==> config.mk <==
export PLATFORM = sky130hd
export DESIGN_NAME = fishingrod_ctrl_flat
export DESIGN_NICKNAME = d
export VERILOG_FILES = /design/src/rtl/fishingrod_pkg.sv /design/src/rtl/fishingrod_ctrl_if.sv /design/src/rtl/fishingrod_phase_dec.sv /design/src/rtl/fishingrod_ctrl.sv /design/src/flat_wrapper.sv
export SDC_FILE = /design/constraint.sdc
export NUM_CORES = 1
export LEC_CHECK = 0
export CORE_MARGIN = 2
export CORE_UTILIZATION = 25
export DETAILED_ROUTE_END_ITERATION = 10
export SYNTH_ARGS = -nofsm -noshare
export SYNTH_HDL_FRONTEND = slang
export SYNTH_SLANG_ARGS = --single-unit
==> constraint.sdc <==
create_clock -name ck -period 2.1 [get_ports ck]
set_input_delay 0.42 -clock ck [delete_from_list [all_inputs] [get_ports ck]]
set_output_delay 0.42 -clock ck [all_outputs]
set_load 0.01 [all_outputs]
==> src/rtl/fishingrod_pkg.sv <==
// Shared types and phase lookup tables for the Fishingrod sequencer.
// Optional FISHINGROD_CTRL_EARLY_TERM_EN builds use clamp_rounds().
package fishingrod_pkg;

  typedef enum logic [1:0] {
    IDLE = 2'd0,
    LOAD = 2'd1,
    RUN  = 2'd2
  } state_t;

  localparam int         PHASES     = 12;
  localparam logic [3:0] LAST_PHASE = 4'(PHASES - 1);

  // Vectors are [0:4]; the leftmost literal bit is index 0.
  localparam logic [0:4] SELS_TAB [PHASES] = '{
    5'b00000, 5'b00000, 5'b00000, 5'b01000,
    5'b00100, 5'b00010, 5'b10000, 5'b10000,
    5'b00000, 5'b00000, 5'b00000, 5'b00000
  };

  // selk[2] (round constant) depends on state and is added by the decoder.
  localparam logic [0:4] SELK_TAB [PHASES] = '{
    5'b00000, 5'b00000, 5'b00000, 5'b00000,
    5'b01000, 5'b01000, 5'b10000, 5'b10000,
    5'b11000, 5'b11000, 5'b11000, 5'b11010
  };

  function automatic logic [4:0] clamp_rounds(input logic [4:0] req,
                                              input logic [4:0] max_rounds);
    if (req == 5'd0)       return 5'd1;
    if (req > max_rounds)  return max_rounds;
    return req;
  endfunction

endpackage

==> src/rtl/fishingrod_ctrl_if.sv <==
// Host/datapath control bundle for fishingrod_ctrl (nrounds_i present only
// when FISHINGROD_CTRL_EARLY_TERM_EN is defined).
interface fishingrod_ctrl_if;
  import fishingrod_pkg::*;

  // Strobes carry no backpressure: in_ready means the datapath consumes one
  // plaintext and one key byte this cycle, out_valid means one ciphertext
  // byte is on the datapath output this cycle; the host must keep up.
  logic       start;
`ifdef FISHINGROD_CTRL_EARLY_TERM_EN
  logic [4:0] nrounds_i;
`endif
  logic       busy;
  logic       in_ready;
  logic       out_valid;
  logic       done;
  logic       round0;
  logic [0:4] round;
  logic [0:4] sels;
  logic [0:4] selk;
  state_t     state;
  logic [3:0] phase;

  modport master (
`ifdef FISHINGROD_CTRL_EARLY_TERM_EN
    output nrounds_i,
`endif
    output start,
    input  busy, in_ready, out_valid, done, round0, round, sels, selk,
    input  state, phase
  );

  modport slave (
`ifdef FISHINGROD_CTRL_EARLY_TERM_EN
    input  nrounds_i,
`endif
    input  start,
    output busy, in_ready, out_valid, done, round0, round, sels, selk,
    output state, phase
  );

endinterface

==> src/rtl/fishingrod_phase_dec.sv <==
// Combinational decode of (state, phase) into the datapath mux selects.
module fishingrod_phase_dec
  import fishingrod_pkg::*;
(
  input  state_t     state,
  input  logic [3:0] phase,
  output logic [0:4] sels,
  output logic [0:4] selk
);

  always_comb begin
    sels = '0;
    selk = '0;
    if (state != IDLE && phase <= LAST_PHASE) begin
      sels    = SELS_TAB[phase];
      selk    = SELK_TAB[phase];
      selk[2] = (state == RUN) && (phase == 4'd0);
    end
  end

endmodule

==> src/rtl/fishingrod_ctrl.sv <==
// Fishingrod sequencer: 12-cycle load, NROUNDS x 12-cycle rounds, done pulse.
// Define FISHINGROD_CTRL_EARLY_TERM_EN for a per-run round count (nrounds_i).
module fishingrod_ctrl
  import fishingrod_pkg::*;
#(
  parameter int NROUNDS = 20
) (
  input  logic              ck,
  input  logic              rst,
  fishingrod_ctrl_if.slave  bus
);

  state_t     state;
  logic [3:0] phase;
  logic [4:0] round_q;
  logic       done_q;
  logic [4:0] nr_lim;

`ifdef FISHINGROD_CTRL_EARLY_TERM_EN
  logic [4:0] nr_q;
  assign nr_lim = nr_q;
`else
  assign nr_lim = 5'(NROUNDS);
`endif

  always_ff @(posedge ck or posedge rst) begin
    if (rst) begin
      state   <= IDLE;
      phase   <= 4'd0;
      round_q <= 5'd0;
      done_q  <= 1'b0;
`ifdef FISHINGROD_CTRL_EARLY_TERM_EN
      nr_q    <= 5'(NROUNDS);
`endif
    end else begin
      done_q <= 1'b0;
      case (state)
        IDLE: begin
          phase   <= 4'd0;
          round_q <= 5'd0;
          if (bus.start) begin
            state <= LOAD;
`ifdef FISHINGROD_CTRL_EARLY_TERM_EN
            nr_q  <= clamp_rounds(bus.nrounds_i, 5'(NROUNDS));
`endif
          end
        end
        LOAD: begin
          if (phase == LAST_PHASE) begin
            state   <= RUN;
            phase   <= 4'd0;
            round_q <= 5'd1;
          end else begin
            phase <= phase + 4'd1;
          end
        end
        RUN: begin
          if (phase == LAST_PHASE) begin
            phase <= 4'd0;
            if (round_q < nr_lim) begin
              round_q <= round_q + 5'd1;
            end else begin
              // done lands in the first IDLE cycle, so start there is accepted
              state   <= IDLE;
              round_q <= 5'd0;
              done_q  <= 1'b1;
            end
          end else begin
            phase <= phase + 4'd1;
          end
        end
        default: begin
          state   <= IDLE;
          phase   <= 4'd0;
          round_q <= 5'd0;
        end
      endcase
    end
  end

  assign bus.busy      = (state != IDLE);
  assign bus.in_ready  = (state == LOAD);
  assign bus.round0    = (state == LOAD);
  assign bus.round     = round_q;
  assign bus.out_valid = (state == RUN) && (round_q == nr_lim);
  assign bus.done      = done_q;
  assign bus.state     = state;
  assign bus.phase     = phase;

  fishingrod_phase_dec u_dec (
    .state (state),
    .phase (phase),
    .sels  (bus.sels),
    .selk  (bus.selk)
  );

endmodule

==> src/flat_wrapper.sv <==
// flat-port wrapper written by rule: the top's interface ports become plain ports
module fishingrod_ctrl_flat import fishingrod_pkg::*;
#(
  parameter int NROUNDS = 20
)
  (ck, rst, bus_start, bus_busy, bus_in_ready, bus_out_valid, bus_done, bus_round0, bus_round, bus_sels, bus_selk, bus_state, bus_phase);
  fishingrod_ctrl_if bus_i ();
  input  logic ck;
  input  logic rst;
  input wire logic [$bits(bus_i.start)-1:0] bus_start;
  output wire logic [$bits(bus_i.busy)-1:0] bus_busy;
  output wire logic [$bits(bus_i.in_ready)-1:0] bus_in_ready;
  output wire logic [$bits(bus_i.out_valid)-1:0] bus_out_valid;
  output wire logic [$bits(bus_i.done)-1:0] bus_done;
  output wire logic [$bits(bus_i.round0)-1:0] bus_round0;
  output wire logic [$bits(bus_i.round)-1:0] bus_round;
  output wire logic [$bits(bus_i.sels)-1:0] bus_sels;
  output wire logic [$bits(bus_i.selk)-1:0] bus_selk;
  output wire logic [$bits(bus_i.state)-1:0] bus_state;
  output wire logic [$bits(bus_i.phase)-1:0] bus_phase;
  assign bus_i.start = bus_start;
  assign bus_busy = bus_i.busy;
  assign bus_in_ready = bus_i.in_ready;
  assign bus_out_valid = bus_i.out_valid;
  assign bus_done = bus_i.done;
  assign bus_round0 = bus_i.round0;
  assign bus_round = bus_i.round;
  assign bus_sels = bus_i.sels;
  assign bus_selk = bus_i.selk;
  assign bus_state = bus_i.state;
  assign bus_phase = bus_i.phase;
  fishingrod_ctrl #(.NROUNDS(NROUNDS)) u_core (.ck(ck), .rst(rst), .bus(bus_i));
endmodule
==> impl_metrics.toml, run 1 <==
[sta]
fin_crit_sh = 0.952
drv_slew = 0
tightestPinTransition_ns = 0.506
fmax_mhz = 500
finalClockSkew_ns = 0.0111
slew_headroom = 0.662
min_period_ns = 2.00
layout_setup_ws_ns = 0.101
fin_tns_setup_ns = 0
grt_setup_unrepaired = "false"
setup_viol = 0
hold_violations = 0

[yosys]
synth_top_flop_cell = "dfrtp_1"
synthTopCellsByCount = "dfrtp_1 (12), ha_1 (11), inv_1 (10)"
synth_area_per_cell_um2 = 9.25
ys_seq_area_frac = 0.335
ys_seq_elements = 12
synth_edf_count = 0
syn_inst = 97
synth_area_um2 = 897
yosys-top-cells-area = "dfrtp_1 (33%), ha_1 (15%), inv_1 (4.2%)"
synth_top_area_frac = 0.335
yosysMostFrequentCell = "dfrtp_1"
yosysTopAreaCell = "dfrtp_1"
synth-warning-count = 0
synth_cell_types = 33
async_flop_share = 1.00

[grt]
grt_pass1_vias = 792
grt_max_degree = 13
grt_pass1_wl_um = 3590
grt.total_usage = 0.112
antenna_found_initial = 0
grt.overflow.total = 0

[power]
p_int_mw = 0.800
seq_power_share = 0.233
ir_worst_vdd_mv = 0.505
clockPowerShare = 0.107
total_power_mw = 1.35
powerDensity_nw_per_um2 = 1040
comb_power_share = 0.660
switching_share = 0.407
switchingPower_mw = 0.550
p_leak_nw = 0.643

[drt]
detail-route-antenna-nets = 0
vias_per_cell = 4.44
wirelength_um = 2080
drt_iter0_drc = 33
drt-pass1-iter-count = 4
drc_errors = 0
via_count = 800
wl_per_cell_um = 11.6

[finish]
syn2layout_area_growth_pct = 44.6
nNetsFinal = 150
diodes = 0
layout-drive-gt1-share = 0.179

[hold_path]
hp-class = "in2async"

[cts]
cts_buffers = 3
ctsHoldBuffers = 0
cts_tree = "done"
cts.clk_slew.worst_paths_ns = 0.08
insertion_delay_ns = 0.28
cts_sinks = 12
clockBufferDepth = 2
htree_num_levels = 1
clock-root-buffer = "clkbuf_4"

[worst_setup_path]
worstPathRequired_ns = 1.68
endpoint_kind = "output pin"
cp-start-kind = "flip-flop"
crit_chain = "inv_1 > ha_2 > clkdlybuf4s50_1"
slowest_delay_ns = 0.56
cp_top_family = "buffers and inverters"
path_max_fanout = 5
critical_path_class = "reg2out"
arrival_ns = 1.58
worst-path-buf-inv = 2
slowest_stage = "clkdlybuf4s50_1"

[place]
dp_hpwl_um = 1660
gp_congestion = 0.809
portBuffers = 26
place_ws_ns = 0.00904

[floorplan]
fp-row-count = 21
die_w_um = 63.9
start_util = 0.265
coreArea_um2 = 3390
ioPinCount = 29
die_h_um = 63.9
die_area_um2 = 4080

[run_status]
status = "complete, no violations"

[flow_run]
maxCapViolations = 0
area by class of cell:
type	instances	area (µm²)
fillers	345	2090
multi-input cells	71	541
repair buffers	37	334
flip-flops and latches	12	302
well taps	46	57.6
inverters	11	41.3
clock buffers	3	22.5
cell usage in the layout, fill, tap and decap left out, types with 2 or more instances in the layout:
master           netlist  final
clkdlybuf4s50_1        0     16
buf_4                  3     11
dfrtp_1               12     11
inv_1                 10     10
dlygate4sd2_1          0      9
nor2_1                 9      8
ha_1                  11      8
nand3_1                6      6
nand2_1                5      5
and3_1                 3      3
nor3_1                 3      3
ha_2                   0      3
clkbuf_4               0      3
nor2b_1                2      2
mux2_1                 2      2
and3b_1                2      2
o21ai_1                2      2
o2bb2ai_1              2      2
nand4_1                2      2
and2_1                 2      2
or3_1                  2      2
a21oi_1                2      2
or2_1                  2      2
a21boi_1               2      2
conb_1                 1      2
power groups by stage:
stage                     Clock (mW)  Combinational, mW  Sequential [mW]
after floorplan                    0              0.470            0.362
after global routing           0.164              0.992            0.322
after CTS                      0.150              0.898            0.315
after global placement             0              0.831            0.321
final                          0.144              0.892            0.315
after detailed placement           0              0.849            0.327
worst reg2reg max path, delay by kind of cell (launching register included):
kind                       cells  cell delay (ns)
DFF                            1             0.38
muxes                          1             0.35
buffers and inverters          2             0.31
AOI/OAI and AO/OA              1             0.31
and+or+nand+nor                1             0.26
adders and majority gates      1             0.19
per-layer routing:
metal / track usage / vias up / part of all wire
li1: - / 401 / -
met1: 0.141 / 373 / 0.48
met2: 0.186 / 24 / 0.47
met3: 0.0158 / 2 / 0.040
met4: 0.0571 / 0 / 0.0087
met5: 0 / - / 0
through the flow:
stage	area [µm²]	hold WS, ns	util	cells
after detailed placement	1240	0.564	0.365	173
after global routing	1300	0.553	0.383	180
final	1300	0.461	0.383	180
after CTS	1290	0.484	0.380	180
after global placement	1240	0.516	0.365	173
after floorplan	901	0.285	-	98
path summary, 6_finish.rpt:
kind	startpoint	to	slack [ns]	cells after the start
max reg2reg	u_core.bus.state[1]	u_core.bus.state[1]	0.19	6
max	u_core.bus.state[1]	bus_round0	0.10	3
min reg2reg	u_core.bus.round[3]	u_core.bus.round[3]	0.58	1
min in group ck	u_core.bus.round[3]	u_core.bus.round[3]	0.58	1
min	rst	u_core.bus.done	0.46	2
max in group asynchronous	rst	u_core.bus.phase[1]	1.26	2
cell families (layout without fill, tap and decap cells):
group | count (synthesis) | after routing | synth area share
AND/OR/NAND/NOR | 41 | 41 | 0.258
AO/OA/AOI/OAI | 15 | 15 | 0.141
buffers and inverters | 15 | 51 | 0.0837
flip-flops | 12 | 12 | 0.335
adder cells (fa/ha/maj) | 11 | 11 | 0.153
multiplexers | 2 | 2 | 0.0251
other | 1 | 2 | 0.00418
state kept, by name, summed over array words and instances, names as in the netlist:
| register | flops |
|---|---|
| u_core.bus.phase | 4 |
| u_core.bus.round | 5 |
| u_core.bus.done | 1 |
| u_core.bus.state | 2 |
what timing repair did:
action	in CTS	in global routing
pin swaps	1	0
endpoints found under the setup margin	12	3
gates resized for setup	13	3
setup buffers	4	0
Power figures use the tool's default switching activity.
==> inputs of run 2 (changes only) <==
--- a/config.mk
+++ b/config.mk
@@ -8,6 +8,8 @@
 export CORE_MARGIN = 2
 export CORE_UTILIZATION = 25
 export DETAILED_ROUTE_END_ITERATION = 10
+export GPL_TIMING_DRIVEN = 0
+export HOLD_SLACK_MARGIN = 0.12
 export SYNTH_ARGS = -nofsm -noshare
 export SYNTH_HDL_FRONTEND = slang
 export SYNTH_SLANG_ARGS = --single-unit
==> run 2 against run 1 <==
Critical path depth grew 1; hold slack improved by 0.00080 ns; final area rose by 4.3%; sequential cell count unchanged; non-clock buffer count grew 3; register-to-register slack hardly changed; clock skew fell by 0.0084 ns; maximum frequency fell by 0.90%; total power is 11% higher; wire length increased by 7.6%.
==> impl_metrics.toml, run 2 (synthesis results as in run 1) <==
[run_status]
status = "complete, no violations"

[place]
gp_congestion = 0.788
dp_hpwl_um = 1600
portBuffers = 26
place_area_um2 = 1220

[grt]
grt.total_usage = 0.118
grt_max_degree = 13
grt.overflow.total = 0
antenna_found_initial = 0
grt_pass1_wl_um = 3820
grt_pass1_vias = 814

[worst_setup_path]
cp-start-kind = "flip-flop"
r2r_setup_slack_ns = 0.19
r2r-end = "u_core.bus.state[1]"
critical_path_class = "reg2out"
path_max_fanout = 5
worstPathRequired_ns = 1.68
rr_startpoint = "u_core.bus.state[1]"
endpoint_kind = "output pin"
arrival_ns = 1.60
worst-r2r-cell-count = 6

[finish]
largest_reg_flops = 5
mostFrequentLayoutCells = "clkdlybuf4s50_1 (17), buf_4 (13), dfrtp_1 (9)"
diodes = 0
syn2layout_area_growth_pct = 50.9
nNetsFinal = 153
layout-drive-gt1-share = 0.239
final_common_cell = "clkdlybuf4s50_1"
fin_area_um2 = 1350

[cts]
htree_num_levels = 1
insertion_delay_ns = 0.28
cts_buffers = 3
cts.clk_slew.worst_paths_ns = 0.08
clockBufferDepth = 2
cts_tree = "done"
clock-root-buffer = "clkbuf_4"
cts_sinks = 12

[sta]
fmax_mhz = 496
fin_tns_setup_ns = 0
finalClockSkew_ns = 0.00271
setup_viol = 0
grt_setup_unrepaired = "false"
hold_violations = 0
fin_crit_sh = 0.960
min_period_ns = 2.02
drv_slew = 0

[drt]
wirelength_um = 2240
detail-route-antenna-nets = 0
drt-pass1-iter-count = 4
wl_per_cell_um = 12.2
vias_per_cell = 4.61
via_count = 848
drt_iter0_drc = 36
drc_errors = 0

[power]
comb_power_share = 0.658
seq_power_share = 0.216
clockPowerShare = 0.126
ir_worst_vdd_mv = 0.854
powerDensity_nw_per_um2 = 1100
p_leak_nw = 0.657
total_power_mw = 1.49
switchingPower_mw = 0.588
p_int_mw = 0.905
switching_share = 0.394

[floorplan]
fp-row-count = 21
die_h_um = 63.9
coreArea_um2 = 3390
die_area_um2 = 4080
die_w_um = 63.9
start_util = 0.265
ioPinCount = 29

[hold_path]
hp-class = "in2async"

[flow_run]
maxCapViolations = 0
==> run 2: changes by cell type in the layout (fill, tap and decap cells not counted) <==
cell | previous run | this run
ha_2 | 3 | 1
dlygate4sd2_1 | 9 | 8
buf_6 | 0 | 1
clkbuf_2 | 0 | 1
clkdlybuf4s50_1 | 16 | 17
ha_4 | 0 | 2
buf_4 | 11 | 13
clkbuf_8 | 0 | 1
inv_1 | 10 | 8
dfrtp_1 | 11 | 9
dfrtp_2 | 1 | 3
dlymetal6s2s_1 | 1 | 0
inv_2 | 1 | 3
==> run 2: layout make-up <==
| class | count | area, µm² |
|---|---|---|
| fill | 348 | 2040 |
| multi-input combinational | 71 | 561 |
| timing repair buffer | 36 | 320 |
| sequential | 12 | 304 |
| tap | 46 | 57.6 |
| inverter | 11 | 41.3 |
| clock buffer | 4 | 36.3 |
| buffer | 4 | 33.8 |
==> run 2: worst max path at each step <==
stage / startpoint / end / slack (ns) / cells after the start
3_5_place_dp: u_core.bus.state[0] / bus_selk[2] / -0.11 / 6
6_report: u_core.bus.state[0] / bus_round0 / 0.08 / 4
5_1_grt: u_core.bus.state[0] / bus_round0 / 0.02 / 4
4_1_cts: u_core.bus.state[1] / bus_round0 / 0.02 / 4
2_1_floorplan: u_core.bus.state[0] / u_core.bus.state[0] / 0.24 / 6
3_3_place_gp: u_core.bus.state[0] / bus_selk[2] / -0.07 / 6
==> run 2: critical path: stages (launching register included) <==
cell	delay (ns)
dfrtp_1	0.40
buf_4	0.16
ha_4	0.17
buf_4	0.13
clkdlybuf4s50_1	0.46
==> run 2: power by group through the flow <==
stage	sequential [mW]	clock [mW]	combinational, mW
finish	0.323	0.188	0.983
global route	0.332	0.208	1.08
CTS	0.322	0.196	0.985
detailed placement	0.357	0	0.786
global placement	0.355	0	0.763
floorplan	0.362	0	0.470
==> run 2: metal layers <==
metal	track usage	part of all wire
met1	0.137	0.44
met2	0.212	0.50
met3	0.0370	0.048
met4	0.0245	0.012
met5	0	0
==> run 2: per-stage QoR <==
step                 util  worst slack (ns)  hold slack [ns]  std cells
floorplan               -             0.243            0.285         98
CTS                 0.401            0.0173            0.477        184
detailed placement  0.360            -0.114            0.541        170
global placement    0.360           -0.0710            0.534        170
global route        0.399            0.0246            0.490        184
finish              0.399            0.0833            0.462        184
==> run 2: repair_timing <==
action,4_1_cts,5_1_grt
gates cloned,0,0
gates resized for setup,20,3
pin swaps,0,0
endpoints found under the setup margin,11,2
hold buffers,0,0
setup buffers,10,0
==> inputs of run 3 (changes only) <==
--- a/config.mk
+++ b/config.mk
@@ -5,6 +5,7 @@
 export SDC_FILE = /design/constraint.sdc
 export NUM_CORES = 1
 export LEC_CHECK = 0
+export CORE_ASPECT_RATIO = 0.8
 export CORE_MARGIN = 2
 export CORE_UTILIZATION = 25
 export DETAILED_ROUTE_END_ITERATION = 10
==> run 3 against run 2 <==
Cell count fell by 3.3%; clock-buffer cell count stayed put; die area is essentially flat; highest routed layer unchanged; critical endpoint unchanged; via count decreased by 3.2%; sequential power grew 5%; critical path type unchanged; clock power grew 33%.
==> impl_metrics.toml, run 3 (synthesis results as in run 1) <==
[floorplan]
die_area_um2 = 4090
fp-row-count = 19
die_w_um = 71.0
ioPinCount = 29
start_util = 0.262
coreArea_um2 = 3420
die_h_um = 57.6

[sta]
grt_setup_unrepaired = "false"
fmax_mhz = 503
drv_slew = 0
setup_viol = 0
finalClockSkew_ns = 0.00575
min_period_ns = 1.99
fin_crit_sh = 0.946
layout_setup_ws_ns = 0.113
hold_violations = 0

[grt]
grt.total_usage = 0.118
grt_max_degree = 13
grt_pass1_vias = 719
grt_pass1_wl_um = 3710
grt.overflow.total = 0
antenna_found_initial = 0

[worst_setup_path]
endpoint_kind = "output pin"
crit_chain = "buf_4 > ha_4 > buf_4 > clkdlybuf4s50_1"
arrival_ns = 1.57
worstPathRequired_ns = 1.68
cpMostUsedCell = "buf_4"
cp-start-kind = "flip-flop"
slowest_delay_ns = 0.47
critical_path_class = "reg2out"
path_max_fanout = 5
slowest_stage = "clkdlybuf4s50_1"

[drt]
drt_iter0_drc = 37
drc_errors = 0
wirelength_um = 2240
drt-pass1-iter-count = 4
vias_per_cell = 4.61
wl_per_cell_um = 12.6
via_count = 821
detail-route-antenna-nets = 0

[place]
portBuffers = 26
dp_hpwl_um = 1590
place_area_um2 = 1210
gp_congestion = 0.862
place_ws_ns = -0.0945

[finish]
fin_area_um2 = 1370
syn2layout_area_growth_pct = 53.1
layout-drive-gt1-share = 0.235
mostFrequentLayoutCells = "clkdlybuf4s50_1 (17), buf_4 (11)"
largest_reg_flops = 5
nNetsFinal = 151
final_common_cell = "clkdlybuf4s50_1"
diodes = 0
fillers = 337

[cts]
clock-root-buffer = "clkbuf_8"
cts_tree = "done"
htree_num_levels = 1
cts_buffers = 3
insertion_delay_ns = 0.24
cts_sinks = 12
clockBufferDepth = 2
cts.clk_slew.worst_paths_ns = 0.05
ctsHoldBuffers = 0

[power]
p_leak_nw = 0.654
powerDensity_nw_per_um2 = 1140
ir_worst_vdd_mv = 0.626

[flow_run]
maxCapViolations = 0

[hold_path]
hp-class = "in2async"

[run_status]
status = "complete, no violations"
[run 3: final timing paths]
check	start	to	slack [ns]	cells past startpoint
hold / removal	rst	u_core.bus.state[0]	0.50	2
min in group ck	u_core.bus.round[3]	u_core.bus.round[3]	0.59	1
setup / recovery	u_core.bus.state[0]	bus_round0	0.11	4
setup reg to reg	u_core.bus.state[1]	u_core.bus.state[1]	0.18	6
max in group asynchronous	rst	u_core.bus.phase[3]	1.24	2
hold reg to reg	u_core.bus.round[3]	u_core.bus.round[3]	0.59	1
[run 3: layer usage]
metal / track usage / vias to the layer above / share of wire / wire length [µm]
li1: - / 411 / - / -
met1: 0.165 / 378 / 0.48 / 1080
met2: 0.175 / 27 / 0.44 / 997
met3: 0.0336 / 5 / 0.062 / 140
met4: 0.0404 / 0 / 0.012 / 27
met5: 0 / - / 0 / 0
[run 3: what timing repair did]
item	in CTS	in global routing
buffers inserted	8	0
setup endpoints to repair	10	2
resized for setup	21	4
[run 3: power by group]
group / switching (mW) / total (mW) / internal (mW)
clock network: 0.0847 / 0.250 / 0.166
logic: 0.463 / 0.975 / 0.512
registers: 0.0544 / 0.340 / 0.285
total: 0.602 / 1.56 / 0.963
[run 3: through the flow]
stage	util	total power [mW]	hold WS (ns)	setup TNS [ns]	cells
final	0.401	1.56	0.500	0	178
after global routing	0.401	1.70	0.547	0	178
after CTS	0.396	1.54	0.517	0	178
after detailed placement	0.355	1.14	0.573	-0.366	166
after global placement	0.355	1.13	0.531	-0.245	166
after floorplan	-	0.832	0.285	0	98
[run 3: worst max-delay path, delay by kind of cell, from the launching register on]
kind,cells,cell delay [ns]
fa+ha+maj,1,0.17
buf+inv,3,0.76
flops,1,0.39
[run 3: cell type report]
type                       count  area, µm²  share of cell area
buffer                         4       33.8              0.0246
inverter                      11       41.3              0.0301
multi-input combinational     71        576               0.419
timing repair buffer          34        310               0.226
sequential                    12        305               0.222
tap                           42       52.6              0.0383
clock buffer                   4       55.1              0.0401
